**src/rtl/hamming_read_decoder.sv**
```systemverilog
// rtl/hamming_read_decoder.sv - SECDED (13,8) read-path decoder with two-stage pipeline, event counters and DED address capture
module hamming_read_decoder #(
  parameter int DATA_WIDTH    = 8,
  parameter int ADDRESS_DEPTH = 16,
  localparam int AW           = $clog2(ADDRESS_DEPTH)
) (
  input  logic                  i_clk,
  input  logic                  i_rst,
  input  logic                  i_valid,
  input  logic [12:0]           i_code,
  input  logic [AW-1:0]         i_addr,
  output logic                  o_ready,
  output logic                  o_valid,
  input  logic                  i_ready,
  output logic [DATA_WIDTH-1:0] o_data,
  output logic                  o_sec,
  output logic                  o_ded,
  output logic [3:0]            o_syndrome,
  output logic [7:0]            o_sec_count,
  output logic [7:0]            o_ded_count,
  output logic [AW-1:0]         o_err_addr,
  output logic                  o_err_addr_valid,
  input  logic                  i_clr
);

  function automatic logic [7:0] extract(input logic [12:0] c);
    return {c[12], c[11], c[10], c[9], c[7], c[6], c[5], c[3]};
  endfunction

  logic                  s1_valid_q;
  logic [3:0]            s1_syn_q;
  logic                  s1_par_q;
  logic [7:0]            s1_data_q;
  logic [AW-1:0]         s1_addr_q;

  logic                  out_valid_q;
  logic [DATA_WIDTH-1:0] out_data_q;
  logic                  out_sec_q;
  logic                  out_ded_q;
  logic [3:0]            out_syn_q;
  logic [AW-1:0]         out_addr_q;
  logic [7:0]            sec_cnt_q;
  logic [7:0]            ded_cnt_q;
  logic [AW-1:0]         err_addr_q;
  logic                  err_valid_q;

  logic                  adv2;
  logic                  adv1;
  logic                  xfer;
  logic [3:0]            syn_d;
  logic                  par_d;
  logic [7:0]            raw_d;
  logic [12:0]           fix_code;
  logic [7:0]            fix_data;
  logic                  sec_d;
  logic                  ded_d;
  logic [7:0]            data_d;

  assign adv2    = !out_valid_q || i_ready;
  assign adv1    = !s1_valid_q || adv2;
  assign o_ready = adv1;
  assign xfer    = out_valid_q && i_ready;

  always_comb begin
    syn_d = '0;
    for (int k = 1; k < 13; k++) begin
      for (int j = 0; j < 4; j++) begin
        if (k[j]) syn_d[j] = syn_d[j] ^ i_code[k];
      end
    end
    par_d = ^i_code;
    raw_d = extract(i_code);
  end

  // Rebuild the data positions of the codeword so the syndrome can address the flipped bit directly.
  always_comb begin
    fix_code     = '0;
    fix_code[3]  = s1_data_q[0];
    fix_code[5]  = s1_data_q[1];
    fix_code[6]  = s1_data_q[2];
    fix_code[7]  = s1_data_q[3];
    fix_code[9]  = s1_data_q[4];
    fix_code[10] = s1_data_q[5];
    fix_code[11] = s1_data_q[6];
    fix_code[12] = s1_data_q[7];
    if (s1_par_q && s1_syn_q != 4'd0 && s1_syn_q <= 4'd12) begin
      fix_code[s1_syn_q] = ~fix_code[s1_syn_q];
    end
    fix_data = extract(fix_code);
    sec_d    = s1_par_q && (s1_syn_q <= 4'd12);
    ded_d    = s1_par_q ? (s1_syn_q > 4'd12) : (s1_syn_q != 4'd0);
    data_d   = ded_d ? s1_data_q : fix_data;
  end

  always_ff @(posedge i_clk) begin
    if (i_rst) begin
      s1_valid_q  <= 1'b0;
      s1_syn_q    <= '0;
      s1_par_q    <= 1'b0;
      s1_data_q   <= '0;
      s1_addr_q   <= '0;
      out_valid_q <= 1'b0;
      out_data_q  <= '0;
      out_sec_q   <= 1'b0;
      out_ded_q   <= 1'b0;
      out_syn_q   <= '0;
      out_addr_q  <= '0;
      sec_cnt_q   <= '0;
      ded_cnt_q   <= '0;
      err_addr_q  <= '0;
      err_valid_q <= 1'b0;
    end else begin
      if (adv1) begin
        s1_valid_q <= i_valid;
        s1_syn_q   <= syn_d;
        s1_par_q   <= par_d;
        s1_data_q  <= raw_d;
        s1_addr_q  <= i_addr;
      end
      if (adv2) begin
        out_valid_q <= s1_valid_q;
        out_data_q  <= data_d;
        out_sec_q   <= sec_d;
        out_ded_q   <= ded_d;
        out_syn_q   <= s1_syn_q;
        out_addr_q  <= s1_addr_q;
      end
      // Clear dominates any increment or capture landing on the same edge.
      if (i_clr) begin
        sec_cnt_q   <= '0;
        ded_cnt_q   <= '0;
        err_valid_q <= 1'b0;
      end else begin
        if (xfer && out_sec_q && sec_cnt_q != 8'hFF) sec_cnt_q <= sec_cnt_q + 8'd1;
        if (xfer && out_ded_q && ded_cnt_q != 8'hFF) ded_cnt_q <= ded_cnt_q + 8'd1;
        if (xfer && out_ded_q && !err_valid_q) begin
          err_addr_q  <= out_addr_q;
          err_valid_q <= 1'b1;
        end
      end
    end
  end

  assign o_valid          = out_valid_q;
  assign o_data           = out_data_q;
  assign o_sec            = out_sec_q;
  assign o_ded            = out_ded_q;
  assign o_syndrome       = out_syn_q;
  assign o_sec_count      = sec_cnt_q;
  assign o_ded_count      = ded_cnt_q;
  assign o_err_addr       = err_addr_q;
  assign o_err_addr_valid = err_valid_q;

endmodule

```
**config.mk**
```make
export PLATFORM = sky130hd
export DESIGN_NAME = hamming_read_decoder
export DESIGN_NICKNAME = d
export VERILOG_FILES = /design/src/rtl/hamming_read_decoder.sv
export SDC_FILE = /design/constraint.sdc
export NUM_CORES = 1
export LEC_CHECK = 0
export CORE_MARGIN = 3
export CORE_UTILIZATION = 45
export DETAILED_ROUTE_END_ITERATION = 12
export GPL_TIMING_DRIVEN = 0
export PLACE_DENSITY = 0.83
export SYNTH_ARGS = -nofsm -noshare
export SYNTH_HDL_FRONTEND = slang
export SYNTH_SLANG_ARGS = --single-unit
```
**constraint.sdc**
```tcl
create_clock -name i_clk -period 2.6 [get_ports i_clk]
set_clock_uncertainty 0.2 [all_clocks]
set_input_delay 0.26 -clock i_clk [delete_from_list [all_inputs] [get_ports i_clk]]
set_output_delay 0.26 -clock i_clk [all_outputs]
set_load 0.05 [all_outputs]
```
# [Word level (Yosys, flattened, before mapping)]
# Index checks and enable logic that the tools add are counted.
[classes] add_sub_neg=2 order_cmp=4 eq_ne=2 muxes=8 bitwise=20 n_reduce_logical=19
[op_table] op="1-bit XOR" n=18
[op_table] op="8-bit by 1-bit adder with 8-bit output (second input constant)" n=2
[op_table] op="8-bit inequality test (second input constant)" n=2
[op_table] op="13-bit bitwise mux" n=1
[op_table] op="13-bit 2-to-1 mux" n=1
[op_table] op="13-bit parity" n=1
[op_table] op="1-bit logical AND" n=10
[op_table] op="8-bit 2-to-1 mux" n=1
[op_table] op="4-bit by 5-bit less-than comparator with 1-bit output (second input constant)" n=1
[op_table] op="1-bit binary-select mux with 4-bit select" n=1
[op_table] op="1-bit demux with 4-bit select" n=1
[op_table] op="4-bit by 1-bit greater-or-equal comparator with 1-bit output (second input constant)" n=1
[op_table] op="4-bit greater-than comparator (second input constant)" n=1
[op_table] op="4-bit less-or-equal comparator (second input constant)" n=1
[op_table] op="4-bit nonzero test" n=1
[op_table] op="1-bit zero test" n=3
[op_table] op="1-bit 2-to-1 mux" n=3
[op_table] op="1-bit logical OR" n=2
[op_table] op="1-bit NOT" n=2
[op_table] op="2-bit AND reduction" n=1
[op_table] op="2-bit OR reduction" n=1
[word_totals] register_bits=58 in_bits=22 output_inout_bits=37 wordCells=70

# [Longest topological paths before layout]
[logic_depth] ltp_word=7 depth_mapped=6 ltp_nobuf=5

# [Worst setup path before layout]
# No wires, ideal clock.
[synth_path] kind="register -> register" start="register out_valid_q (netlist: o_valid)" end="register s1_syn_q[0]" setup_time_ns=0.086 t_arrival_ns=1.801 required_time_ns=2.314 path_slack_ns=0.514 stages_incl_launch_ff=6 path_buffers=1 synth_period_minus_slack_ns=2.086 path_cell_list="dfxtp_1 -> nand2b_4 -> nor2_4 -> inv_2 -> buf_1 -> a211oi_1"
[synth_via] elab_chain_len=3
[synth_lines] element="start, declared" line_no="36" source="logic out_valid_q;"
[synth_lines] element="start signal, assigned" line_no="121" source="out_valid_q <= s1_valid_q;"
[synth_lines] element="1-bit zero test" line_no="59" source="assign adv2 = !out_valid_q || i_ready;"
[synth_lines] element="1-bit logical OR" line_no="59"
[synth_lines] element="1-bit logical OR" line_no="60" source="assign adv1 = !s1_valid_q || adv2;"
[synth_lines] element="net o_ready" line_no="12" source="output logic o_ready,"
[synth_lines] element="end signal, assigned" line_no="115" source="s1_syn_q <= syn_d;"
[synth_lines] element="end, declared" line_no="31" source="logic [3:0] s1_syn_q;"
# The timed path passes the listed nets, and every way through them passes these cells.
# A chain may end at the register's enable or synchronous reset.

# [Worst setup path in the final report]
[layout_path] start="input port i_ready" end="output port o_ready"
[layout_via] elab_chain_len=2
[layout_lines] element="start, declared" line_no="14" source="input logic i_ready,"
[layout_lines] element="1-bit logical OR" line_no="59"
[layout_lines] element="1-bit logical OR" line_no="60"
[layout_lines] element="end, declared" line_no="12"
# No other way between the ends.

==> results_dict.tcl <==
set metrics [dict create \
    initial_core_util 0.473 \
    diodes 0 \
    cts_sinks 58 \
    cp.arrival_ns 1.81 \
    outcome "finished clean" \
    area.growth.synth_to_final_pct 35.4 \
    crit_path_end_kind "output pin" \
    die-area_sq_um 6810 \
    use_met3 0.0499 \
    avgSynthCellArea_sq_um 8.73 \
    drive_above_1_share 0.0773 \
    seq_area_sq_um 1160 \
    pre_cts_ws_ns -0.323 \
    grt.met1_usage 0.249 \
    die_w_um 82.5 \
    path_cells "clkdlybuf4s50_1 > nand2b_4 > nor2_4 > inv_2 > clkdlybuf4s15_2" \
    slew_headroom 0.628 \
    cp_max_fo 19 \
    place.port_buffers 57 \
    drc 0 \
    syn-cell-area_sq_um 2640 \
    crit_family "buffers and inverters" \
    clock_path_buffers 2 \
    top_usage_layer "met2" \
    num_io_pins 59 \
    syn_nets 326 \
    place.detailed.hpwl_um 4420 \
    slew_viol_final 0 \
    viasPerCell 5.23 \
    cts_inserted_buffers 9 \
    clkTransAtPathRegs_ns 0.07 \
    h-tree-depth 3 \
    grt_max_degree 12 \
    cap_violations 0 \
    coreArea_sq_um 5570 \
    wl_um 6150 \
    cts_setup_buffers 0 \
    power.leakage_nw 1.32 \
    rsz0062_at_grt "no" \
    n_fill_cell 467 \
    netlist_instances 302 \
    clock_latency_ns 0.34 \
    cts_tree "done" \
    timing.final.crit_period_ns 2.27 \
    multi_input_area_sq_um 1380 \
    yosys_warnings 0 \
    ys_ff_latch 58 \
    async_flop_share 0 \
    yosysTopAreaCell "dfxtp_1" \
    first_pass_iters 5 \
    setup_ws_ns 0.326 \
    timing.hold.worst.class "reg -> reg" \
    synth_flop_cell "dfxtp_1" \
    gp_congestion 0.760 \
    crit_required_ns 2.14 \
    post_drt_wl_per_cell_um 13.8 \
    cts_root_buf "clkbuf_8" \
    fin_hold_ws_ns 0.252 \
    synth_seq_area_share 0.440 \
    path_class "in -> out" \
    antenna_found_initial 0 \
    grt_overflow 0 \
    tightestPinTransition_ns 0.544 \
    grt_pass1_vias 2231 \
    fin_nets 394 \
    slowest_delay_ns 0.54 \
    critPathBufInv 3 \
    final-setup-viol-count 0 \
    antenna_left 0 \
    peakVddDrop_v 0.000342 \
    synth_area_leaders "dfxtp_1 (44%), nand2_1 (7.5%), xnor2_1 (7.0%), a21oi_1 (5.7%), nor2_1 (4.6%)" \
    first_iter_violations 103 \
    min_period_over_period 0.875 \
    row_count 27 \
    synth_edf_count 0 \
    grt_usage 0.199 \
    num_vias 2340 \
    power_density_nw_per_um2 700 \
    grt_pass1_wl_um 10200 \
    cp-start-kind "input pin" \
    slowest_stage "clkdlybuf4s50_1" \
    die_y_um 82.5 \
    hold_viol 0 \
    ys_types 42 \
    yosys.area.top_type_share 0.440 \
    globalRouteMet2Util 0.326 \
    max_freq_mhz 440 \
]
## cells in the mapped netlist, types with 3 or more instances
library cell / instances
dfxtp_1: 58
nand2_1: 53
nor2_1: 32
a21oi_1: 30
xnor2_1: 21
clkbuf_1: 13
o21ai_0: 9
a211oi_1: 8
or3_1: 8
mux2i_1: 7
a311oi_1: 6
nand3_1: 4
xor2_1: 4
inv_1: 3
nand2b_1: 3
nand3b_1: 3
nor3_1: 3
nor4b_1: 3
## flip-flops by register name, indices dropped and copies added (netlist names)
register	count
o_data	8
o_ded	1
o_ded_count	8
o_err_addr	4
o_err_addr_valid	1
o_sec	1
o_sec_count	8
o_syndrome	4
o_valid	1
out_addr_q	4
s1_addr_q	4
s1_data_q	8
s1_par_q	1
s1_syn_q	4
s1_valid_q	1
## worst min-delay path: cells and delay by family (launching register included)
family,cells,cell delay (ns)
AOI/OAI and AO/OA,1,0.05
DFF,1,0.31
and+or+nand+nor,1,0.05
## worst paths after layout
check	start	to	slack, ns	cells past startpoint
worst max register to register	o_sec_count[0]	o_sec_count[5]	0.62	5
worst min register to register	s1_addr_q[2]	s1_addr_q[2]	0.25	2
worst min-delay path	s1_addr_q[2]	s1_addr_q[2]	0.25	2
worst max-delay path	i_ready	o_ready	0.33	5
## per-layer routing
layer  share of wire  wire length (um)
met2            0.48              2970
met5               0                 0
met3           0.058               357
met4           0.013                80
met1            0.45              2740
## cell families after synthesis
kind of cell | synth area share
AOI/OAI and AO/OA | 0.143
xor gates and xnor gates | 0.121
adders and majority gates | 0.00949
buffers and inverters | 0.0380
DFF | 0.440
muxes | 0.0266
and+or+nand+nor | 0.221
## report_power, final
| group | internal, W | switching (W) | leakage [nW] | total, W |
|---|---|---|---|---|
| Sequential | 0.000944 | 0.0000527 | 0.475 | 0.000996 |
| Clock | 0.000733 | 0.000369 | 0.129 | 0.00110 |
| Combinational | 0.000178 | 0.000222 | 0.712 | 0.000400 |
| Total | 0.00185 | 0.000645 | 1.32 | 0.00250 |
## layout by cell type (no fill, tap or decap), types with 3 or more instances in the layout
cell type        instances
xnor2_1                 21
clkbuf_8                11
inv_1                    3
nand2_1                 53
nor4b_1                  3
nand2b_1                 3
nor2_1                  32
mux2i_1                  7
nor3_1                   3
o21ai_0                  9
or3_1                    8
clkbuf_1                13
bufinv_16                4
dfxtp_1                 58
clkdlybuf4s50_1         56
nand3_1                  4
a21oi_1                 30
a211oi_1                 8
xor2_1                   4
a311oi_1                 6
nand3b_1                 3
## cell type report
class / count / area share
plain buffers: 16 / 0.0228
multi-input cells: 223 / 0.385
well taps: 72 / 0.0252
repair buffers: 58 / 0.163
inverters: 4 / 0.00421
flip-flops and latches: 58 / 0.325
clock inverters: 7 / 0.0396
clock buffers: 9 / 0.0347
## per-stage QoR
| stage | instances | instance area [sq um] | total power [W] | util | TNS (ns) |
|---|---|---|---|---|---|
| after floorplan | 302 | 2640 | 0.00128 | - | 0 |
| after global placement | 431 | 3300 | 0.00140 | 0.591 | -0.363 |
| after detailed placement | 431 | 3300 | 0.00141 | 0.591 | -0.323 |
| after CTS | 448 | 3570 | 0.00251 | 0.641 | 0 |
| after global routing | 447 | 3570 | 0.00259 | 0.640 | 0 |
| final | 447 | 3570 | 0.00250 | 0.640 | 0 |
## timing repair
item	CTS	global route
hold buffers	1	0
gates resized for setup	3	0
endpoints found under the setup margin	1	1
endpoints found under the hold margin	1	0
Note: power is estimated with default switching activity, not from simulation.
